File: config.mk
export PLATFORM = sky130hd
export DESIGN_NAME = alu_arbiter
export DESIGN_NICKNAME = d
export VERILOG_FILES = /design/src/rtl/alu_arbiter.sv
export SDC_FILE = /design/constraint.sdc
export NUM_CORES = 1
export LEC_CHECK = 0
export BUFFER_PORTS_ARGS = -buffer_cell sky130_fd_sc_hd__buf_2
export CAP_MARGIN = 10
export CORE_UTILIZATION = 30
export DETAILED_ROUTE_END_ITERATION = 8
export GPL_ROUTABILITY_DRIVEN = 0
export HOLD_SLACK_MARGIN = 0.12
export SYNTH_ARGS = -nofsm -noshare
export SYNTH_HDL_FRONTEND = slang
export SYNTH_SLANG_ARGS = --single-unit
File: constraint.sdc
create_clock -name clk -period 2.3 [get_ports clk]
set_input_delay 0.575 -clock clk [delete_from_list [all_inputs] [get_ports clk]]
set_output_delay 0.575 -clock clk [all_outputs]
set_load 0.01 [all_outputs]
File: src/rtl/alu_arbiter.sv
// Round-robin arbiter that shares one combinational ALU between two requesters,
// with registered operands/control and a registered result, one op outstanding at a time.
module alu_arbiter #(
   parameter int WIDTH = 32,
   parameter int CW    = 4
) (
   input  logic             clk,
   input  logic             rst_n,
   input  logic             req0_valid,
   output logic             req0_ready,
   input  logic [WIDTH-1:0] req0_left,
   input  logic [WIDTH-1:0] req0_right,
   input  logic [CW-1:0]    req0_control,
   input  logic             req1_valid,
   output logic             req1_ready,
   input  logic [WIDTH-1:0] req1_left,
   input  logic [WIDTH-1:0] req1_right,
   input  logic [CW-1:0]    req1_control,
   output logic             rsp0_valid,
   input  logic             rsp0_ready,
   output logic [WIDTH-1:0] rsp0_out,
   output logic             rsp1_valid,
   input  logic             rsp1_ready,
   output logic [WIDTH-1:0] rsp1_out,
   output logic [WIDTH-1:0] alu_left,
   output logic [WIDTH-1:0] alu_right,
   output logic [CW-1:0]    alu_control,
   input  logic [WIDTH-1:0] alu_out,
   output logic             busy
);

   typedef enum logic [1:0] {IDLE, EXEC, RESP} state_t;

   state_t           state;
   logic [WIDTH-1:0] op_left_p0;
   logic [WIDTH-1:0] op_right_p0;
   logic [CW-1:0]    op_control_p0;
   logic [WIDTH-1:0] result_p1;
   logic             grant_id;
   logic             last_grant;
   logic             grant_next;
   logic             accept;
   logic             rsp_done;

   // Handshake outputs are gated by rst_n so nothing is offered while reset is held.
   always_comb begin
      grant_next = (req0_valid && req1_valid) ? ~last_grant : req1_valid;
      accept     = rst_n && (state == IDLE) && (req0_valid || req1_valid);
      req0_ready = accept && !grant_next;
      req1_ready = accept && grant_next;
      rsp0_valid = rst_n && (state == RESP) && !grant_id;
      rsp1_valid = rst_n && (state == RESP) && grant_id;
      rsp_done   = (state == RESP) && (grant_id ? rsp1_ready : rsp0_ready);
      busy       = rst_n && (state != IDLE);
   end

   assign alu_left    = op_left_p0;
   assign alu_right   = op_right_p0;
   assign alu_control = op_control_p0;
   assign rsp0_out    = result_p1;
   assign rsp1_out    = result_p1;

   always_ff @(posedge clk) begin
      if (!rst_n) begin
         state         <= IDLE;
         op_left_p0    <= '0;
         op_right_p0   <= '0;
         op_control_p0 <= '0;
         result_p1     <= '0;
         grant_id      <= 1'b0;
         last_grant    <= 1'b1;
      end else begin
         case (state)
            // p0: capture the granted requester's operation
            IDLE: begin
               if (accept) begin
                  op_left_p0    <= grant_next ? req1_left    : req0_left;
                  op_right_p0   <= grant_next ? req1_right   : req0_right;
                  op_control_p0 <= grant_next ? req1_control : req0_control;
                  grant_id      <= grant_next;
                  state         <= EXEC;
               end
            end
            // p1: ALU output sampled exactly once
            EXEC: begin
               result_p1 <= alu_out;
               state     <= RESP;
            end
            RESP: begin
               if (rsp_done) begin
                  last_grant <= grant_id;
                  state      <= IDLE;
               end
            end
            default: state <= IDLE;
         endcase
      end
   end

endmodule

# Word level (Yosys, flattened, before mapping)
# Index checks and enable logic that the tools add are counted.
dict set report totals {
  regBits 104
  input_bits 174
  out_inout_bits 137
  word_cells 38
}
dict set report classes {
  eq_ne 4
  bitwise 1
  reduce_logical 18
  n_mux 8
}
# operator n
set ops {}
lappend ops {{32-bit two-way mux} 2}
lappend ops {{1-bit logical AND} 10}
lappend ops {{2-bit case mux with 3 select lines} 1}
lappend ops {{2-bit AND reduction} 3}
lappend ops {{2-bit two-way mux} 2}
lappend ops {{4-bit two-way mux} 1}
lappend ops {{2-bit inequality test (second input constant)} 2}
lappend ops {{2-bit by 1-bit == test with 1-bit output (second input constant)} 1}
lappend ops {{2-bit == test (second input constant)} 1}
lappend ops {{1-bit zero test} 2}
lappend ops {{2-bit zero test} 1}
lappend ops {{1-bit two-way mux} 2}
lappend ops {{2-bit nonzero test} 1}
lappend ops {{1-bit logical OR} 1}
lappend ops {{1-bit NOT} 1}

# Logic depth before layout (Yosys ltp)
# Gate-level depths: netlist of the first run.
dict set report logic_depth {
  depth_word 5
  mapped_depth 7
  ltp_nobuf 4
}

# Worst setup path before layout of the first run
# OpenSTA, ideal clock, no wires.
dict set report synth_timing {
  path_kind {input-to-output}
  from {input req1_valid}
  to {output req1_ready}
  t_required_ns 1.725
  path_slack_ns 0.402
  arrival_ns 1.323
  n_path_buf 1
  cell_stages 4
  path_cell_list {a21boi_2 -> clkbuf_1 -> nand3_1 -> inv_1}
}
dict set report synth_between {
  elab_chain_len 3
  word_cells_on_any_way 5
  cone_classes {1 x mux; 4 x reduce/logical}
}
# element line_no
set synth_rtl {}
lappend synth_rtl {{from (decl)} 14} ;# input logic req1_valid,
lappend synth_rtl {{1-bit logical AND / 1-bit logical OR (equally long branches)} {47, 48}}
lappend synth_rtl {{1-bit two-way mux / 1-bit logical AND (equally long branches)} {47, 48}}
lappend synth_rtl {{1-bit logical AND *} 50} ;# req1_ready = accept && grant_next;
lappend synth_rtl {{to (decl)} 15} ;# output logic req1_ready,
# Every way passes the cells marked *; elsewhere a longest branch is shown, timed or not.

# Final worst setup path of the first run
dict set report layout_timing {
  from {input req0_valid}
  to {output req1_ready}
}
dict set report layout_between {
  elab_chain_len 3
  word_cells_on_any_way 5
  cone_classes {1 x mux; 4 x reduce/logical}
}
# element line_no
set layout_rtl {}
lappend layout_rtl {{from (decl)} 9} ;# input logic req0_valid,
lappend layout_rtl {{1-bit logical AND / 1-bit logical OR (equally long branches)} {47, 48}}
lappend layout_rtl {{1-bit two-way mux / 1-bit logical AND (equally long branches)} {47, 48}}
lappend layout_rtl {{1-bit logical AND *} 50}
# Marks and branches as above.

==> flow_summary.toml, run 1 <==
[setup_path]
path_delay_family = "simple AND/OR/NAND/NOR gates"
crit_arrival_ps = 1500
worstSetupStartpointType = "input port"
cp.required_ps = 1730
critPathBufInv = 3
path_class = "in2out"
path_common_cell = "buf_2"
cp-end-kind = "output pin"
worst-path-max-fanout = 13
cpPeakStageDelay_ps = 430
crit_slowest_cell = "or2_2"
crit_chain = "buf_2, or2_2, nand3_1, inv_1, buf_2"

[timing]
clock.fmax_mhz = 482.2
hold_viol_final = 0
rsz0062_at_grt = "no"
tns_ps = 0
finClkSkew_ps = 10.21
fin_crit_sh = 0.9017
relSlewSlack = 0.6121
drv_slew = 0
period_minus_slack_ps = 2074
tightest_slew_ps = 581.8
setup_viol = 0
holdWs_ps = 464.0

[yosys]
synth_common_cells = "nand2_1, a21oi_1, dfxtp_1"
avgSynthCellArea_um2 = 7.968
ys_seq_elements = 104
synth_edf_count = 0
ys_warn_count = 0
ys_top_cells_by_area = "dfxtp_1, nand2_1, a21oi_1"
yosysSeqAreaShare = 0.4452
ys_types = 24
synth.most_common_cell = "nand2_1"
ys.flop_type = "dfxtp_1"
synthArstFlopShare = 0
yosys.area.top_type = "dfxtp_1"
synth_top_area_share = 0.4452
synth_nets = 761
syn-instance-count = 587
syn_area_mm2 = 0.004677

[clocking]
clkTransAtPathRegs_ps = 60
post_cts_buffers = 0
cts_repair_resize_count = 0
root_buffer = "clkbuf_16"
cts_buffer_depth = 2
cts_buffers = 9
cts_tree = "built"
cts_hold_buf = 0
ctsHtreeMaxLevel = 3
clock_latency_ps = 340
cts.sinks = 104

[pwr]
p_leak_nw = 3.101
power_density_mw_per_mm2 = 724.9
power.total_w = 0.004646
ir_drop_mv = 0.3323

[floorplan]
rows = 45
die_y_um = 126.9
coreArea_mm2 = 0.01520
io-pin-count = 311
initial_core_util = 0.3077
die-area_mm2 = 0.01609
die_x_um = 126.9

[global_route]
antenna_found_initial = 1
grt_max_degree = 103
globalRouteTotalUtil = 0.1890
grt-ovfl-total = 0
grt_first_pass_wirelength_um = 23980
grt_pass1_vias = 4658

[route]
firstDrtPassIters = 4
ant_nets = 0
vias_per_cell = 4.899
drc = 0
drtIter0Drc = 198
wl_per_cell_um = 15.39
routed_wl_um = 15810
vias = 5031

[min_path]
hold_path.class = "reg2reg"

[final_layout]
final_nets = 1007
stdcell_count = 1027
fin_area_mm2 = 0.006409
layout-drive-gt1-share = 0.4260
syn_to_final_growth_pct = 37.03

[place]
post-place-cells = 1010
placed_area_mm2 = 0.006111
place_hpwl_um = 11000
io_buffer_count = 310

[outcome]
status = "finished clean"

[job]
maxCapViolCount = 0
## state kept, by name, summed over array words and instances, names as in the netlist
| register | cells |
|---|---|
| alu_control | 4 |
| rsp0_out | 32 |
| last_grant | 1 |
| alu_right | 32 |
| grant_id | 1 |
| state | 2 |
| alu_left | 32 |
## final timing paths
check	start	endpoint	slack (ps)	cells after the start
worst max register to register	state[1]	alu_right[28]	620	5
worst min register to register	rsp0_out[11]	rsp0_out[11]	460	2
worst min-delay path	rsp0_out[11]	rsp0_out[11]	460	2
worst max-delay path	req0_valid	req1_ready	230	5
## placed cells by master (no fill, tap or decap), types with 2 or more instances in the layout
cell type,count
buf_12,4
clkbuf_16,9
nand2_1,201
clkbuf_8,3
nor2_1,5
buf_2,310
buf_4,9
a21oi_1,104
dfxtp_1,104
a21bo_2,2
clkinv_4,2
a311oi_2,10
a311oi_1,58
## per-layer routing
layer	vias to the layer above	share of wire	global-route usage
met1	2270	0.41	0.2194
met5	-	0	0
met2	241	0.48	0.3274
met3	25	0.081	0.05146
met4	0	0.022	0.07843
li1	2495	-	-
## logic make-up after synthesis
group,synth area share
multiplexers,0.002140
buffers and inverters,0.1132
AO/OA/AOI/OAI,0.2598
flip-flops,0.4452
AND/OR/NAND/NOR,0.1798
## report_power, final
group	leakage (nW)	internal (W)	switching, W
clock	0.142	0.000829	0.000685
combinational	2.10	0.000456	0.000618
sequential	0.855	0.00196	0.0000955
total	3.10	0.00325	0.00140
## per-stage QoR
stage | utilization | setup WS (ps)
2_1_floorplan | - | 401.7
3_3_place_gp | 0.4020 | 231.1
5_1_grt | 0.4214 | 149.6
6_report | 0.4216 | 226.0
4_1_cts | 0.4214 | 209.4
3_5_place_dp | 0.4020 | 182.7
## worst reg2reg max path: stages (launching register included)
cell      delay (ps)
dfxtp_1          380
nor3b_4          330
nand2_4           90
inv_2            350
buf_12           260
a311oi_1         130
## cell type report
| class | count | area, µm² |
|---|---|---|
| antenna | 1 | 2.502 |
| clock buffer | 13 | 270.3 |
| clock inverter | 3 | 25.02 |
| fill | 1622 | 8793 |
| inverter | 3 | 12.51 |
| multi-input combinational | 392 | 2082 |
| sequential | 104 | 2082 |
| tap | 188 | 235.2 |
| timing repair buffer | 323 | 1699 |
No activity file was read; power rests on OpenSTA's default activity.
==> inputs of run 2 (changes only) <==
Settings changed: BUFFER_PORTS_ARGS -buffer_cell sky130_fd_sc_hd__buf_2 to not set, DONT_BUFFER_PORTS set to 1, GPL_ROUTABILITY_DRIVEN 0 to not set.
==> run 2 against run 1 <==
- highest routed layer unchanged
- power down 7.1%
- first-iteration DRC count down 22%
- largest cell class unchanged
- die area unchanged
- clock skew down 3.7 ps
- clock power about the same
==> flow_summary.toml, run 2 (synthesis results as in run 1) <==
[outcome]
status = "finished clean"

[global_route]
globalRouteTotalUtil = 0.1663
grt_max_degree = 103
grt-ovfl-total = 0
grt_pass1_vias = 3813
antenna_found_initial = 0
grt_first_pass_wirelength_um = 20480

[setup_path]
rr_worst_depth = 4
cp-endpoint = "rsp0_valid"
reg2reg_from = "state[1]"
path_class = "reg2out"
crit_arrival_ps = 1430
worst-path-max-fanout = 6
cp-end-kind = "output pin"
rrSetupSlack_ps = 660
r2r_end = "alu_left[31]"
cp.required_ps = 1730
crit_start = "state[1]"
worstSetupStartpointType = "flip-flop"

[place]
place_ws_ps = 492.1
place_hpwl_um = 10250
gp_congestion = 0.7718
post-place-cells = 700
io_buffer_count = 0

[clocking]
cts_repair_resize_count = 0
post_cts_buffers = 0
root_buffer = "clkbuf_16"
ctsHtreeMaxLevel = 3
cts.sinks = 104
cts_buffer_depth = 2
clock_latency_ps = 350
cts_hold_buf = 0
cts_tree = "built"
cts_buffers = 9
clkTransAtPathRegs_ps = 70

[final_layout]
stdcell_count = 716
seq_area_mm2 = 0.002082
final_core_util = 0.3176
final_nets = 697
final_common_cell = "nand2_1"
syn_to_final_growth_pct = 3.237
layout-drive-gt1-share = 0.08902
antenna_cells = 0
mostFrequentLayoutCells = "nand2_1, a21oi_1, dfxtp_1, a311oi_1, buf_4"
fillCellCount = 1649
multiInputGateArea_mm2 = 0.002082

[timing]
finClkSkew_ps = 6.549
tns_ps = 0
period_minus_slack_ps = 2004
hold_viol_final = 0
relSlewSlack = 0.6675
rsz0062_at_grt = "no"
fin_crit_sh = 0.8715
tightest_slew_ps = 498.7
clock.fmax_mhz = 498.9
drv_slew = 0
setup_viol = 0
setup_ws_ps = 295.5

[route]
vias_per_cell = 5.689
firstDrtPassIters = 4
routed_wl_um = 13970
ant_nets = 0
drc = 0
vias = 4073
drtIter0Drc = 154
wl_per_cell_um = 19.51

[pwr]
p_leak_nw = 1.695
p_int_w = 0.003015
combPwrFrac = 0.142
power_frac_clock = 0.347
switchingPower_w = 0.001302
pwr-share-seq = 0.511
ir_drop_mv = 0.3348
power_density_mw_per_mm2 = 894.2
switching_share = 0.3015

[job]
maxCapViolCount = 0

[min_path]
hold_path.class = "in2reg"

[floorplan]
initial_core_util = 0.3077
coreArea_mm2 = 0.01520
rows = 45
io-pin-count = 311
die-area_mm2 = 0.01609
die_x_um = 126.9
die_y_um = 126.9
==> run 2: cell count changes in the layout (fill, tap and decap cells not counted) <==
| cell | before | now |
|---|---|---|
| buf_2 | 310 | 0 |
| clkinvlp_4 | 1 | 2 |
| buf_12 | 4 | 2 |
| buf_4 | 9 | 11 |
| clkinv_4 | 2 | 0 |
| diode_2 | 1 | 0 |
| inv_6 | 0 | 1 |
==> run 2: layer usage <==
metal  GRT usage  wire [µm]
met1      0.1711       5051
met5           0          0
met2      0.3048       7143
met4     0.08754        437
met3     0.04808       1339
==> run 2: worst max-delay path, cell delays in order, from the launching register on <==
cell	delay, ps
dfxtp_1	470
nor2b_1	280
nand2_1	90
nor2_1	240
==> run 2: area by class of cell <==
cell class	instances	area share
Clock buffer	13	0.05597
Clock inverter	3	0.004924
Inverter	3	0.002591
Multi-Input combinational cell	392	0.4312
Sequential cell	104	0.4312
Tap cell	188	0.04872
Timing Repair Buffer	13	0.02540
==> run 2: worst min-delay path by stage <==
| stage | from | endpoint | slack [ps] | depth (start not counted) |
|---|---|---|---|---|
| after detailed placement | rsp0_out[10] | rsp0_out[10] | 550 | 2 |
| after global routing | rst_n | last_grant | 310 | 1 |
| final | rst_n | last_grant | 310 | 1 |
| after CTS | rst_n | last_grant | 290 | 1 |
| after floorplan | rsp0_out[0] | rsp0_out[0] | 490 | 2 |
| after global placement | rsp0_out[21] | rsp0_out[21] | 540 | 2 |
==> run 2: per-stage QoR <==
stage	total power, W	hold WS, ps	instance area [µm²]
floorplan	0.002748	492.8	4677
global placement	0.002833	544.8	4534
detailed placement	0.002870	550.9	4534
CTS	0.004390	292.7	4828
global route	0.004548	308.9	4828
finish	0.004317	313.4	4828
==> run 2: power by group through the flow <==
| stage | combinational, W | sequential (W) | clock, W |
|---|---|---|---|
| after floorplan | 0.000583 | 0.00217 | 0 |
| after global placement | 0.000589 | 0.00224 | 0 |
| after detailed placement | 0.000623 | 0.00225 | 0 |
| after CTS | 0.000621 | 0.00221 | 0.00156 |
| after global routing | 0.000690 | 0.00223 | 0.00163 |
| final | 0.000613 | 0.00221 | 0.00150 |
